$ cat config.mk
export PLATFORM = sky130hd
export DESIGN_NAME = pipe_track_unit
export DESIGN_NICKNAME = d
export VERILOG_FILES = /design/src/rtl/pipe_track_unit.sv
export SDC_FILE = /design/constraint.sdc
export NUM_CORES = 1
export LEC_CHECK = 0
export ABC_CLOCK_PERIOD_IN_PS = 8330
export CAP_MARGIN = 15
export CORE_ASPECT_RATIO = 0.5
export CORE_MARGIN = 2
export CORE_UTILIZATION = 54
export CTS_CLUSTER_DIAMETER = 50
export DETAILED_ROUTE_END_ITERATION = 10
export GPL_TIMING_DRIVEN = 0
export PLACE_DENSITY = 0.86
export SETUP_SLACK_MARGIN = 0.4
export SYNTH_ARGS = -nofsm -noshare
export SYNTH_HDL_FRONTEND = slang
export SYNTH_SLANG_ARGS = --single-unit
$ cat constraint.sdc
create_clock -name clk -period 8.33 [get_ports clk]
set_input_delay 1.666 -clock clk [delete_from_list [all_inputs] [get_ports clk]]
set_output_delay 1.666 -clock clk [all_outputs]
set_load 0.05 [all_outputs]
$ cat src/rtl/pipe_track_unit.sv
// Hazard-tracking pipeline backbone: valid/flush/backpressure per stage, load-use stall, forward selects, counters.
// Latency DEPTH-1 edges from accept to out_valid; out_ready=0 holds the chain and in_ready falls once stage 0 cannot move.
module pipe_track_unit #(
    parameter int DEPTH      = 3,
    parameter int PAYLOAD_W  = 32,
    parameter int REG_ADDR_W = 5,
    parameter int NSRC       = 2,
    parameter int SEL_W      = $clog2(DEPTH)
) (
    input  logic                         clk,
    input  logic                         reset,
    input  logic                         in_valid,
    output logic                         in_ready,
    input  logic [PAYLOAD_W-1:0]         in_payload,
    input  logic [REG_ADDR_W-1:0]        in_rd,
    input  logic                         in_regwrite,
    input  logic                         in_is_load,
    input  logic [NSRC*REG_ADDR_W-1:0]   in_src,
    input  logic [DEPTH-1:0]             flush_mask,
    input  logic                         out_ready,
    output logic                         out_valid,
    output logic [PAYLOAD_W-1:0]         out_payload,
    output logic [REG_ADDR_W-1:0]        out_rd,
    output logic                         out_regwrite,
    output logic [DEPTH-1:0]             stage_valid,
    output logic [NSRC*SEL_W-1:0]        fwd_sel,
    output logic                         load_use_stall,
    output logic [31:0]                  retire_count,
    output logic [31:0]                  stall_count
);

    logic [DEPTH-1:0]            valid_q, valid_d;
    logic [PAYLOAD_W-1:0]        payload_q [DEPTH];
    logic [REG_ADDR_W-1:0]       rd_q [DEPTH];
    logic [DEPTH-1:0]            regwrite_q;
    logic [1:0]                  is_load_q;
    logic [NSRC*REG_ADDR_W-1:0]  src_q;
    logic [31:0]                 retire_cnt_q, retire_cnt_d;
    logic [31:0]                 stall_cnt_q, stall_cnt_d;

    logic [DEPTH-1:0]            adv;
    logic                        adv_into_0;
    logic                        hazard;
    logic                        src_hit;
    logic                        accept;
    logic                        retire;
    logic [SEL_W-1:0]            sel;

    always_comb begin
        adv = '0;
        adv[DEPTH-1] = out_ready;
        for (int i = DEPTH - 2; i >= 0; i--) begin
            adv[i] = ~valid_q[i+1] | adv[i+1];
        end
    end

    always_comb begin
        src_hit = 1'b0;
        for (int j = 0; j < NSRC; j++) begin
            if (in_src[j*REG_ADDR_W +: REG_ADDR_W] == rd_q[0]) src_hit = 1'b1;
        end
        hazard = in_valid & valid_q[0] & is_load_q[0] & regwrite_q[0]
               & (rd_q[0] != '0) & src_hit;
    end

    assign adv_into_0 = ~valid_q[0] | adv[0];
    assign accept     = in_valid & adv_into_0 & ~hazard;
    assign retire     = valid_q[DEPTH-1] & out_ready;

    // Flush is applied last so it overrides both holds and loads.
    always_comb begin
        valid_d    = valid_q;
        valid_d[0] = adv_into_0 ? accept : valid_q[0];
        for (int i = 1; i < DEPTH; i++) begin
            valid_d[i] = adv[i-1] ? valid_q[i-1] : valid_q[i];
        end
        valid_d = valid_d & ~flush_mask;
    end

    always_comb begin
        retire_cnt_d = retire ? retire_cnt_q + 32'd1 : retire_cnt_q;
        stall_cnt_d  = stall_cnt_q;
        if (hazard && stall_cnt_q != 32'hFFFF_FFFF) stall_cnt_d = stall_cnt_q + 32'd1;
    end

    always_ff @(posedge clk) begin
        if (!reset) begin
            valid_q      <= '0;
            retire_cnt_q <= '0;
            stall_cnt_q  <= '0;
        end else begin
            valid_q      <= valid_d;
            retire_cnt_q <= retire_cnt_d;
            stall_cnt_q  <= stall_cnt_d;
        end
    end

    always_ff @(posedge clk) begin
        if (accept) begin
            payload_q[0]  <= in_payload;
            rd_q[0]       <= in_rd;
            regwrite_q[0] <= in_regwrite;
            is_load_q[0]  <= in_is_load;
            src_q         <= in_src;
        end
        if (adv[0]) is_load_q[1] <= is_load_q[0];
        for (int i = 1; i < DEPTH; i++) begin
            if (adv[i-1]) begin
                payload_q[i]  <= payload_q[i-1];
                rd_q[i]       <= rd_q[i-1];
                regwrite_q[i] <= regwrite_q[i-1];
            end
        end
    end

    // Scan oldest to youngest so the youngest eligible producer wins; a load in stage 1 is not ready yet.
    always_comb begin
        fwd_sel = '0;
        sel     = '0;
        for (int j = 0; j < NSRC; j++) begin
            sel = '0;
            for (int k = DEPTH - 1; k >= 1; k--) begin
                if (valid_q[k] && regwrite_q[k] && rd_q[k] != '0
                    && rd_q[k] == src_q[j*REG_ADDR_W +: REG_ADDR_W]
                    && !(k == 1 && is_load_q[1]))
                    sel = SEL_W'(k);
            end
            if (reset && valid_q[0]) fwd_sel[j*SEL_W +: SEL_W] = sel;
        end
    end

    assign in_ready       = ~reset | (adv_into_0 & ~hazard);
    assign load_use_stall = reset & hazard;
    assign out_valid      = reset & valid_q[DEPTH-1];
    assign out_regwrite   = out_valid & regwrite_q[DEPTH-1];
    assign out_payload    = payload_q[DEPTH-1];
    assign out_rd         = rd_q[DEPTH-1];
    assign stage_valid    = valid_q;
    assign retire_count   = retire_cnt_q;
    assign stall_count    = stall_cnt_q;

endmodule

# Word-level counts from Yosys, hierarchy flattened

Memory sizes are Yosys's and may differ from the RTL's.
Cells that the tools add are included.

Bits in registers: 82
Memory bits (writable): 111
Bits of input ports: 56
Output and inout port bits: 112
Memories kept: 2

$add $sub $neg: 2
Eq/ne operators: 7
Mux-type cells: 17
Bitwise logic cells: 23
Reduce and logical (&&, ||, !) cells: 16

Memories:

| memory    | depth | width | read ports | clocked after Yosys merged registers in | write ports | RTL line | text |
|---|---|---|---|---|---|---|---|
| payload_q | 3     | 32    | 3          | 0                                       | 3           | 33       | `logic [PAYLOAD_W-1:0] payload_q [DEPTH];` |
| rd_q      | 3     | 5     | 3          | 0                                       | 3           | 34       | `logic [REG_ADDR_W-1:0] rd_q [DEPTH];` |

Operators by type and width:

| kind                                           | number |
|---|---|
| adder 32 x 1 -> 32 bit (second input constant) | 2 |
| != test 32 bit (second input constant)         | 1 |
| == test 5 bit                                  | 6 |
| nonzero test 5 bit                             | 3 |
| bitwise AND 1 bit                              | 12 |
| logical AND 1 bit                              | 12 |
| 2-to-1 mux 2 bit                               | 6 |
| 2-to-1 mux 1 bit                               | 11 |
| inverter 1 bit                                 | 5 |
| bitwise OR 1 bit                               | 4 |
| bitwise AND 3 bit                              | 1 |
| inverter 3 bit                                 | 1 |
| zero test 1 bit                                | 1 |

# Logic depth before layout (Yosys ltp)

Depth after elaboration: 9
Mapped depth: 9
Depth with buffers taken out: 7

# Worst setup path before layout

Ideal clock, no wire load.

Kind: input port to output port
Start: input reset
End: output fwd_sel[3]
Arrival time: 3.664 ns
Required time: 6.664 ns
Setup slack: 3.000 ns
Stages: 4
Path buffers: 0
Cells stage by stage: nand4_1 > a21oi_1 > nand4_1 > nor4b_1

Cells in the longest elaborated chain, start to end: 2

RTL lines:

| element            | RTL line | text |
|---|---|---|
| start: declaration | 11       | `input logic reset,` |
| logical AND 1 bit  | 128      | `if (reset && valid_q[0]) fwd_sel[j*SEL_W +: SEL_W] = sel;` |
| 2-to-1 mux 2 bit   | 128      |  |
| end: declaration   | 26       | `output logic [NSRC*SEL_W-1:0] fwd_sel,` |

Every way passes these cells.

# Worst setup path in the final report

Start: input in_valid
End: output load_use_stall

Cells in the longest elaborated chain, start to end: 6

RTL lines:

| element                        | RTL line | text |
|---|---|---|
| start: declaration             | 12       | `input logic in_valid,` |
| bitwise AND 1 bit (3 in a row) | 62       | `hazard = in_valid & valid_q[0] & is_load_q[0] & regwrite_q[0]` |
| bitwise AND 1 bit (2 in a row) | 63       | `& (rd_q[0] != '0) & src_hit;` |
| bitwise AND 1 bit              | 133      | `assign load_use_stall = reset & hazard;` |
| end: declaration               | 27       | `output logic load_use_stall,` |

Every way passes these cells.

==> results by group <==
Clock tree
  – Longest Clk Path Bufs: 2
  – Clk slew on worst S/H paths: about 0.09 ns
  – Setup repair bufs after CTS: 0
  – TritonCTS clock tree: built
  – Clk_lat worst skew: 0.43 ns
  – Clk Tree Root Cell: clkbuf_16
  – CTS Sinks: ~190
  – Post-CTS Resized: 0
  – Htree depth: 4
  – Cts-stage hold buffer count: 0
  – Total CTS buffers: 17

Routing
  – Drt pass-1 iters: 4
  – Wirelength, routed: around 16000 um
  – Wire per inst: 16.4 um
  – Via-to-Cell Ratio: 5.28
  – DR iter-0 viols: 332
  – Final antenna-violating net count: 0
  – Via count: around 5200
  – DR DRC count: 0

Setup path
  – Crit path DAT: 4.43 ns
  – Startpoint Class: input pin
  – Worst Path Class, Setup: input pin to output port
  – Crit-path max FO: 10
  – Req. time, crit path: about 6.7 ns
  – Worst setup EP type: output port

Timing
  – Max-slew headroom: 0.384
  – RSZ-0062 raised after global routing: false
  – Final TNS setup: 0 ns
  – Worst slew pin tran: roughly 0.9 ns
  – Period utilisation layout: 0.732
  – Fmax: 164 MHz
  – Fin. max-slew vios: 0
  – Final Hold Fails: 0
  – Final Setup Violations: 0
  – Fin Hold WS: 0.416 ns
  – Clock Skews: around 0.011 ns
  – Final min period: 6.10 ns

Place
  – Port Buffers: 167
  – HPWL after DPL: 11500 um
  – Post-DP Area: 0.00950 mm^2
  – Placer congestion estimate: 0.835
  – DP Cell Count: about 960

Logic synthesis
  – Post-synthesis xor/xnor area fraction: 0.0720
  – Adder and majority gate portion of the synthesized area: 0.00332
  – Syn Area/Cell: around 13 um^2
  – Compound-Gate Fraction of Synth Area: 0.0426
  – #FFs+latches synth: 193
  – Mapped cell area: 0.00754 mm^2
  – Count leader, synth: edfxtp_1
  – Number of synthesized flops with an enable pin: 126
  – Ys flop type: edfxtp_1
  – Mux contribution to synthesized area: 0.00664
  – Largest family of logic cells by synthesized area: simple AND/OR/NAND/NOR gates
  – Post-Synth Simple-Gate Area: 0.146
  – Synth top cells by count: edfxtp_1 (126), dfxtp_1 (67), nor2_1 (47), buf_4 (39)
  – Yosys top cell area share: 0.502
  – Synth area leaders: edfxtp_1 (50%), dfxtp_1 (18%), xor2_1 (4.2%)
  – Gate Count Post-Synth: 594
  – Post-synthesis net count: 652
  – Yosys top cell by area: edfxtp_1
  – Yosys warnings: 0
  – Sequential share of the synthesized area: 0.680
  – Synth cell types: 38
  – Asr flop ratio synth: 0

Floorplan
  – Starting Density: 0.555
  – Die area: 0.0150 mm^2
  – Vert. Die Dim: 87.6 um
  – Core area: 0.0136 mm^2
  – Rows: 30
  – Boundary Pins: roughly 170
  – Die width: 171 um

Hold path
  – Hold Crit Class: flop to flop

Power
  – Max IR drop VDD: around 170 uV
  – Leak Pwr: 0.00352 uW
  – P per Cell Area: between 200 and 250 mW/mm^2

Global route
  – GRT Total Usage: 0.221
  – Initial antenna violation count: 0
  – Vias in the first global route: 4992
  – First-pass GRT wire length: 25300 um
  – Largest net degree at the start of global routing: 40
  – GR Overflow Total: 0

Cells and area
  – Layout area overhead: 34.5%
  – N_diodes: 0
  – Nets@finish: 840
  – Util after Layout: 0.746
  – Finished Layout Cells: 987
  – Design Area, Final: between 0.01 and 0.015 mm^2
  – Ratio of cells with drive above 1 in the final layout: 0.101

Outcome
  – Status: finished, final reports clean

Run
  – Maxcap violations: 0
==> layout by cell type, fill, tap and decap left out, types with 3 or more instances in the layout <==
| cell type | Yosys | final |
|---|---|---|
| o31ai_1 | 3 | 3 |
| a21oi_1 | 27 | 27 |
| nand2b_1 | 5 | 5 |
| nor4_1 | 7 | 7 |
| and3_1 | 8 | 7 |
| dfxtp_1 | 67 | 67 |
| clkbuf_16 | 0 | 17 |
| nor2_1 | 47 | 47 |
| nor3_1 | 10 | 10 |
| inv_1 | 8 | 8 |
| or4_1 | 3 | 3 |
| inv_6 | 0 | 3 |
| o21ai_0 | 23 | 23 |
| clkbuf_1 | 10 | 10 |
| and2_1 | 3 | 3 |
| or3_1 | 22 | 22 |
| and4_1 | 6 | 6 |
| buf_4 | 39 | 39 |
| nand4_1 | 24 | 24 |
| inv_12 | 0 | 6 |
| xor2_1 | 36 | 36 |
| mux2i_1 | 5 | 5 |
| xnor2_1 | 26 | 26 |
| nand3_1 | 34 | 34 |
| clkdlybuf4s50_1 | 0 | 167 |
| edfxtp_1 | 126 | 126 |
| clkinv_8 | 0 | 5 |
| nand2_1 | 36 | 35 |
==> per-stage QoR <==
stage / power [uW] / setup slack (ns)
floorplan: 1160 / 3.00
global placement: 1220 / 2.37
detailed placement: 1220 / 2.33
CTS: 2060 / 2.32
global route: 2110 / 2.19
finish: 2040 / 2.23
==> sequential cells by signal (all words and copies together) (netlist names) <==
register and count:
retire_count 32, rd_q 15, payload_q 96, is_load_q 2, stage_valid 3, stall_count 32
src_q 10, regwrite_q 3
==> critical path, stage by stage <==
cell	delay [ns]
clkdlybuf4s50_1	0.51
nand4_1	0.12
a21oi_1	0.27
clkbuf_1	0.43
nand2_1	0.37
nor2_1	0.23
clkdlybuf4s50_1	0.83
==> cells by family (layout without fill, tap and decap cells) <==
| family | Yosys count | after routing |
|---|---|---|
| compound gates | 59 | 59 |
| xor+xnor | 62 | 62 |
| fa+ha+maj | 2 | 2 |
| buf+inv | 60 | 261 |
| mux | 5 | 5 |
| simple gates | 213 | 213 |
| flops | 193 | 193 |
==> per-layer routing <==
layer,share of wire,track usage,vias to the layer above,wire length (um)
li1,-,-,2510,-
met1,0.43,0.277,2521,6960
met2,0.51,0.387,153,8170
met3,0.040,0.0375,28,646
met4,0.024,0.0963,0,381
met5,0,0,-,0
==> final timing paths <==
| check | start | to | slack, ns | cells past startpoint |
|---|---|---|---|---|
| hold reg to reg | payload_q[0][18] | payload_q[0][50] | 0.42 | 0 |
| setup / recovery | in_valid | load_use_stall | 2.23 | 7 |
| setup reg to reg | rd_q[0][1] | payload_q[0][6] | 5.62 | 6 |
| hold / removal | payload_q[0][18] | payload_q[0][50] | 0.42 | 0 |
==> report_power, final <==
group,total (uW),internal [uW],switching [uW],leakage [uW]
registers,1070,1050,16.2,0.00183
logic,130,61.9,68.5,0.00139
clock network,844,421,423,0.000301
total,2040,1540,508,0.00352
==> layout make-up <==
type / instances / area, um^2
Inverter: 9 / 33.8
Clock inverter: 15 / 213
Tap cell: 192 / 240
Buffer: 51 / 340
Multi-Input combinational cell: 341 / 2050
Fill cell: 896 / 3450
Clock buffer: 17 / 425
Timing Repair Buffer: 169 / 1720
Sequential cell: 193 / 5120
No activity file was read; power rests on OpenSTA's default activity.
